==> src/rtl/clause_terminal.sv <==
// Terminal cell of one clause row: classifies the clause (sat/unit/conflict/open)
// from the lit-cell outputs, drives the one-cycle implication and the conflict-clause drive.
module clause_terminal #(
   parameter int NUM_LIT   = 8,
   parameter int WIDTH_LVL = 16
) (
   input  logic                         clk,
   input  logic                         rst,
   input  logic [1:0]                   freelitcnt_i,
   input  logic [2*NUM_LIT-1:0]         lit_i,
   input  logic [NUM_LIT-1:0]           clausesat_i,
   input  logic [NUM_LIT*WIDTH_LVL-1:0] lit_max_lvl_i,
   input  logic [NUM_LIT-1:0]           cclause_i,
   input  logic                         wr_i,
   input  logic                         bcp_start_i,
   input  logic                         apply_bkt_i,
   input  logic                         analyze_i,
   output logic                         imp_drv_o,
   output logic                         cclause_drv_o,
   output logic [WIDTH_LVL-1:0]         max_lvl_o,
   output logic                         imp_valid_o,
   output logic                         sat_o,
   output logic                         conflict_o,
   output logic                         reason_o,
   output logic                         done_o
);

   typedef enum logic [1:0] {IDLE, EVAL, IMPLY, HOLD} state_t;

   state_t               state_reg;
   logic [WIDTH_LVL-1:0] max_lvl_reg;
   logic [WIDTH_LVL-1:0] lvl_arr [NUM_LIT];
   logic [WIDTH_LVL-1:0] lvl_c;
   logic                 part;
   logic                 sat_c;
   logic                 any_cclause;
   logic                 clear;

   generate
      for (genvar gi = 0; gi < NUM_LIT; gi++) begin : g_lvl
         assign lvl_arr[gi] = lit_max_lvl_i[gi*WIDTH_LVL +: WIDTH_LVL];
      end
   endgenerate

   always_comb begin
      lvl_c = '0;
      for (int k = 0; k < NUM_LIT; k++) begin
         if (lvl_arr[k] > lvl_c) lvl_c = lvl_arr[k];
      end
   end

   assign part        = |lit_i;
   assign sat_c       = |clausesat_i;
   assign any_cclause = |cclause_i;
   assign clear       = wr_i | apply_bkt_i;
   assign max_lvl_o   = max_lvl_reg;

   always_ff @(posedge clk or negedge rst) begin
      if (!rst) begin
         state_reg     <= IDLE;
         max_lvl_reg   <= '0;
         imp_drv_o     <= 1'b0;
         imp_valid_o   <= 1'b0;
         sat_o         <= 1'b0;
         conflict_o    <= 1'b0;
         done_o        <= 1'b0;
         reason_o      <= 1'b0;
         cclause_drv_o <= 1'b0;
      end else begin
         cclause_drv_o <= analyze_i & conflict_o;
         reason_o      <= analyze_i & any_cclause & ~clear;
         // The implication pulse is one cycle by construction: only EVAL->IMPLY sets it.
         imp_drv_o     <= 1'b0;
         imp_valid_o   <= 1'b0;
         if (clear) begin
            state_reg   <= IDLE;
            sat_o       <= 1'b0;
            conflict_o  <= 1'b0;
            done_o      <= 1'b0;
            max_lvl_reg <= '0;
         end else begin
            case (state_reg)
               IDLE: begin
                  if (bcp_start_i) state_reg <= EVAL;
               end
               EVAL: begin
                  if (!part) begin
                     state_reg <= HOLD;
                     done_o    <= 1'b1;
                  end else if (sat_c) begin
                     sat_o     <= 1'b1;
                     state_reg <= HOLD;
                     done_o    <= 1'b1;
                  end else if (freelitcnt_i == 2'b00) begin
                     conflict_o <= 1'b1;
                     state_reg  <= HOLD;
                     done_o     <= 1'b1;
                  end else if (freelitcnt_i == 2'b01) begin
                     max_lvl_reg <= lvl_c;
                     imp_drv_o   <= 1'b1;
                     imp_valid_o <= 1'b1;
                     state_reg   <= IMPLY;
                  end else begin
                     state_reg <= HOLD;
                     done_o    <= 1'b1;
                  end
               end
               IMPLY: begin
                  state_reg <= HOLD;
                  done_o    <= 1'b1;
               end
               HOLD: begin
                  if (bcp_start_i) begin
                     state_reg  <= EVAL;
                     sat_o      <= 1'b0;
                     conflict_o <= 1'b0;
                     done_o     <= 1'b0;
                  end
               end
               default: state_reg <= IDLE;
            endcase
         end
      end
   end

endmodule
==> config.mk <==
export PLATFORM = sky130hd
export DESIGN_NAME = clause_terminal
export DESIGN_NICKNAME = d
export VERILOG_FILES = /design/src/rtl/clause_terminal.sv
export SDC_FILE = /design/constraint.sdc
export NUM_CORES = 1
export LEC_CHECK = 0
export CORE_ASPECT_RATIO = 1.5
export CORE_MARGIN = 4
export CORE_UTILIZATION = 25
export DETAILED_ROUTE_END_ITERATION = 10
export GPL_TIMING_DRIVEN = 0
export PLACE_DENSITY_LB_ADDON = 0.08
export SYNTH_ARGS = -nofsm -noshare
export SYNTH_HDL_FRONTEND = slang
export SYNTH_SLANG_ARGS = --single-unit
==> constraint.sdc <==
create_clock -name clk -period 6 [get_ports clk]
set_input_delay 1.2 -clock clk [delete_from_list [all_inputs] [get_ports clk]]
set_output_delay 1.2 -clock clk [all_outputs]
set_load 0.1 [all_outputs]
## Word level (Yosys, flattened, before mapping)

Cells that the tools add are included.

| word-level totals | value |
|---|---|
| word-level logic and storage cells | 92 |
| flip-flop bits (word level) | 24 |
| output and inout port bits | 23 |

| cells by class | value |
|---|---|
| reduce and logical (&&, ||, !) cells | 15 |
| bitwise gates (word level) | 5 |
| magnitude comparators | 8 |
| multiplexer cells | 43 |
| eq/ne operators | 13 |

Operators with widths:

| operator | number |
|---|---|
| 16-bit 2-to-1 mux | 14 |
| 16-bit greater-than comparator | 7 |
| 1-bit 2-to-1 mux | 23 |
| 16-bit by 1-bit greater-than comparator with 1-bit output, second input constant | 1 |
| 16-bit OR reduction | 1 |
| 8-bit OR reduction | 2 |
| 3-bit != test, second input constant | 5 |
| 5-bit AND reduction | 2 |
| 6-bit != test, second input constant | 1 |
| 2-bit one-hot mux with 3 select lines | 1 |
| 2-bit nonzero test | 3 |
| 2-bit by 1-bit equality test with 1-bit output, second input constant | 2 |
| 2-bit equality test, second input constant | 2 |
| 2-bit logical NOT | 2 |
| 2-bit 2-to-1 mux | 2 |
| 1-bit one-hot mux with 2 select lines | 2 |
| 4-bit AND reduction | 1 |
| 4-bit nonzero test | 1 |
| 1-bit AND | 3 |
| 3-bit by 1-bit != test with 1-bit output, second input constant | 1 |
| 1-bit one-hot mux with 3 select lines | 1 |
| 3-bit AND reduction | 1 |
| 3-bit nonzero test | 1 |
| 2-bit by 1-bit != test with 1-bit output, second input constant | 1 |
| other kinds (4) | 4 |

## Longest topological paths before layout

| logic depth | value |
|---|---|
| depth in word-level cells | 22 |
| mapped depth | 102 |
| depth with buffers taken out | 94 |

## Worst setup path before layout

Ideal clock, no wire load.

| timing | value |
|---|---|
| path kind | input-to-reg |
| start | in lit_max_lvl_i[15] |
| end | reg max_lvl_reg[10], in the netlist max_lvl_o[10] |
| data required time | 5870 ps |
| cell stages on the path | 99 |
| slack | -11651 ps |
| buffers on the path | 8 |
| arrival | 17521 ps |
| library setup time | 130 ps |
| cell sequence | inv_1 -> ha_1 -> nand4_2 -> a2111o_1 -> a31oi_4 -> clkbuf_1 -> clkbuf_1 -> nor2_1 -> a21oi_1 -> ha_1 -> a21o_1 -> a21o_1 -> a21oi_1 -> o21ai_1 -> or3_1 -> a21oi_2 -> a21oi_2 -> o21ai_1 -> [... 63 more ...] -> ha_1 -> nor2b_1 -> o21ai_0 -> nand2b_1 -> a21oi_1 -> nor2b_1 -> o21ai_0 -> nand2b_1 -> a21oi_1 -> nor2b_1 -> o21ai_0 -> a21boi_0 -> o21ai_0 -> a22oi_1 -> inv_1 -> nand2_1 -> clkbuf_1 -> o21ai_1 |

| between the ends | value |
|---|---|
| longest elaborated chain between the ends | 22 |

RTL lines:

| element | line | text |
|---|---|---|
| start: declaration | 12 | `input logic [NUM_LIT*WIDTH_LVL-1:0] lit_max_lvl_i,` |
| 16-bit by 1-bit greater-than comparator with 1-bit output | 48 | `if (lvl_arr[k] > lvl_c) lvl_c = lvl_arr[k];` |
| 16-bit 2-to-1 mux * | 48 |  |
| 16-bit greater-than comparator | 48 |  |
| 16-bit 2-to-1 mux * | 48 |  |
| 16-bit greater-than comparator | 48 |  |
| 16-bit 2-to-1 mux * | 48 |  |
| 16-bit greater-than comparator | 48 |  |
| 16-bit 2-to-1 mux * | 48 |  |
| [... 6 more ...] | n/a |  |
| 16-bit greater-than comparator | 48 |  |
| 16-bit 2-to-1 mux * | 48 |  |
| 16-bit 2-to-1 mux * | 98 | `end else if (freelitcnt_i == 2'b01) begin` |
| 16-bit 2-to-1 mux * | 94 | `end else if (freelitcnt_i == 2'b00) begin` |
| 16-bit 2-to-1 mux * | 90 | `end else if (sat_c) begin` |
| 16-bit 2-to-1 mux * | 87 | `if (!part) begin` |
| 16-bit 2-to-1 mux * | 82 | `case (state_reg)` |
| 16-bit 2-to-1 mux * | 75 | `if (clear) begin` |
| end signal: assignment | 99 | `max_lvl_reg <= lvl_c;` |
| end: declaration | 31 | `logic [WIDTH_LVL-1:0] max_lvl_reg;` |

Every way passes the cells marked *; elsewhere a longest branch is shown, timed or not. The select of a mux whose other input is x is not followed.
A chain may end at the register's enable or synchronous reset.

## Final worst setup path

| timing | value |
|---|---|
| start | in lit_max_lvl_i[11] |
| end | reg max_lvl_reg[2], in the netlist max_lvl_o[2] |

Same word-level chain as after synthesis.

==> impl_metrics.tcl <==
set metrics [dict create \
    start_util_pct 25.3 \
    synth_xor_area_share_pct 0.565 \
    synth.mux.area_fraction_pct 4.45 \
    synth_fa_ha_area_share_pct 22.4 \
    synth_edf_count 0 \
    critPathArrivalTime_ns 16.64 \
    tns_ns -165.72 \
    critPathMaxFanout 7 \
    cap_violations 0 \
    slowest_delay_ns 0.34 \
    synth_flop_cell "dfrtp_1" \
    whs_ns 0.548 \
    cp_common_cell "buf_4" \
    slew_headroom_pct 18.7 \
    grt_max_degree 25 \
    synth.area.top_cells "ha_1, dfrtp_1, a21oi_1" \
    placed_area_sq_um 8730 \
    drive_gt1_share_pct 38.0 \
    yosys.area.top_type "ha_1" \
    period_minus_slack_ns 16.44 \
    drtIter0Drc 159 \
    fin_worst_skew_ns 0.00153 \
    slew_violations 0 \
    grt_pass1_wl_um 41100 \
    required_ns 6.21 \
    insertion_delay_ns 0.27 \
    route.detailed.drc 0 \
    syn_area_per_cell_sq_um 7.60 \
    fp.dieW_um 134 \
    failed_checks "setup timing" \
    clkTransAtPathRegs_ns 0.06 \
    rsz0062_at_grt "true" \
    cts_tree "done" \
    status "finished with violations" \
    min_period_over_period_pct 274 \
    ios 191 \
    p_leak_nw 4.55 \
    first_pass_iters 4 \
    crit_type "in -> reg" \
    fmax_mhz 60.8 \
    clkSinkCount 24 \
    h-tree-depth 1 \
    grt_antenna_before_repair 0 \
    critPathLaunchType "primary input" \
    netlist_top_cells_count "ha_1, a21oi_1, nor2_1" \
    die_h_um 197 \
    synth-compound-area-share_pct 32.0 \
    synthDistinctLibCells 71 \
    hold_viol_final 0 \
    nets 1398 \
    antenna_cells 0 \
    cts_inserted_buffers 3 \
    postLayoutCellArea_sq_um 10600 \
    final_cells 1440 \
    antenna_left 0 \
    vias 7327 \
    grt_pass1_vias 7846 \
    setup_ws_ns -10.44 \
    syn_to_final_growth_pct 77.3 \
    dieArea_sq_um 26500 \
    fin_util_pct 44.8 \
    largest_reg_flops 16 \
    netlist_area_sq_um 5980 \
    ir_worst_vdd_mv 0.312 \
    synth_most_common_cell "ha_1" \
    hold_path.class "reg -> reg" \
    syn_nets 1062 \
    powerDensity_nw_per_um2 529 \
    synth_top_area_share_pct 22.4 \
    syn_inst 787 \
    endpoint_kind "register" \
    synth_top_family_by_area "compound AO/OA/AOI/OAI gates" \
    io_buffer_count 190 \
    critPathSlowestCell "ha_1" \
    postCtsHoldBufs 0 \
    track_usage_pct 19.6 \
    finalSetupViolations 16 \
    ys_ff_latch 24 \
    post_drt_wl_per_cell_um 18.7 \
    synthSimpleGateAreaFrac_pct 24.8 \
    worstMarginPinSlew_ns 1.22 \
    ys_seq_area_share_pct 10.0 \
    gp_congestion 0.856 \
    wl_um 26900 \
    dp.cells 1296 \
    routed_via_density 5.09 \
    yosysWarnings 0 \
    place_hpwl_um 21400 \
    finalPower_mw 5.61 \
    cts.path.max_buffers 2 \
    post-place-ws_ns -13.64 \
    clockRootBuffer "clkbuf_16" \
    num_rows 69 \
    overflow 0 \
    coreArea_sq_um 23700 \
    fillers 2434 \
    async_flop_share_pct 100 \
]
==> logic make-up (layout without fill, tap and decap cells) <==
kind of cell,Yosys count,count (layout)
buf+inv,82,416
flops,24,24
fa+ha+maj,107,107
xor+xnor,3,3
simple gates,279,279
compound gates,266,266
mux,26,26
==> what timing repair did <==
action | CTS | global route
buffers inserted | 109 | 31
pin swaps | 80 | 92
gates resized for setup | 210 | 102
setup endpoints to repair | 16 | 16
gates cloned | 1 | 0
==> final timing paths <==
| check | start | end | slack (ns) | cells after the start |
|---|---|---|---|---|
| max in group asynchronous | rst | max_lvl_o[5] | 3.70 | 1 |
| min in group asynchronous | rst | reason_o | 1.57 | 1 |
| max reg2reg | state_reg[1] | max_lvl_o[1] | 3.41 | 7 |
| max | lit_max_lvl_i[11] | max_lvl_o[2] | -10.44 | 109 |
| min reg2reg | done_o | done_o | 0.55 | 2 |
| min | done_o | done_o | 0.55 | 2 |
==> where the power goes <==
group / switching, mW / internal (mW) / leakage (nW)
clock: 0.0614 / 0.0885 / 0.0370
combinational: 2.85 / 2.45 / 4.18
sequential: 0.00121 / 0.163 / 0.333
total: 2.91 / 2.70 / 4.55
==> area by class of cell <==
class	instances	area, sq um	area share [%]
Clock buffer	3	75.1	0.708
Inverter	50	223	2.10
Multi-Input combinational cell	681	6100	57.5
Sequential cell	24	601	5.66
Tap cell	319	399	3.76
Timing Repair Buffer	331	2910	27.4
Buffer	32	308	2.90
==> placed cells by master (no fill, tap or decap), drive strengths merged, types with 16 or more instances in the layout <==
cell type / count
a211oi: 16
a21o: 26
a21oi: 95
a31oi: 22
and3: 29
buf: 185
clkbuf: 23
clkdlybuf4s50: 158
dfrtp: 24
ha: 107
inv: 50
mux2i: 21
nand2: 43
nand2b: 16
nand3: 23
nand4: 22
nor2: 70
nor3: 20
o21ai: 43
==> routing by layer <==
layer,wire length (um),global-route usage (%),vias up
met4,1310,9.58,0
met2,14900,40.0,218
met5,0,0,-
met3,1210,2.47,59
li1,-,-,3657
met1,9470,18.8,3393
==> worst max-delay path: cells and delay by family <==
family / cells / cell delay, ns
buffers and inverters: 47 / 5.82
AO/OA/AOI/OAI: 36 / 5.57
AND/OR/NAND/NOR: 20 / 2.62
adder cells (fa/ha/maj): 5 / 1.29
multiplexers: 1 / 0.18
No activity file was read; power rests on OpenSTA's default activity.
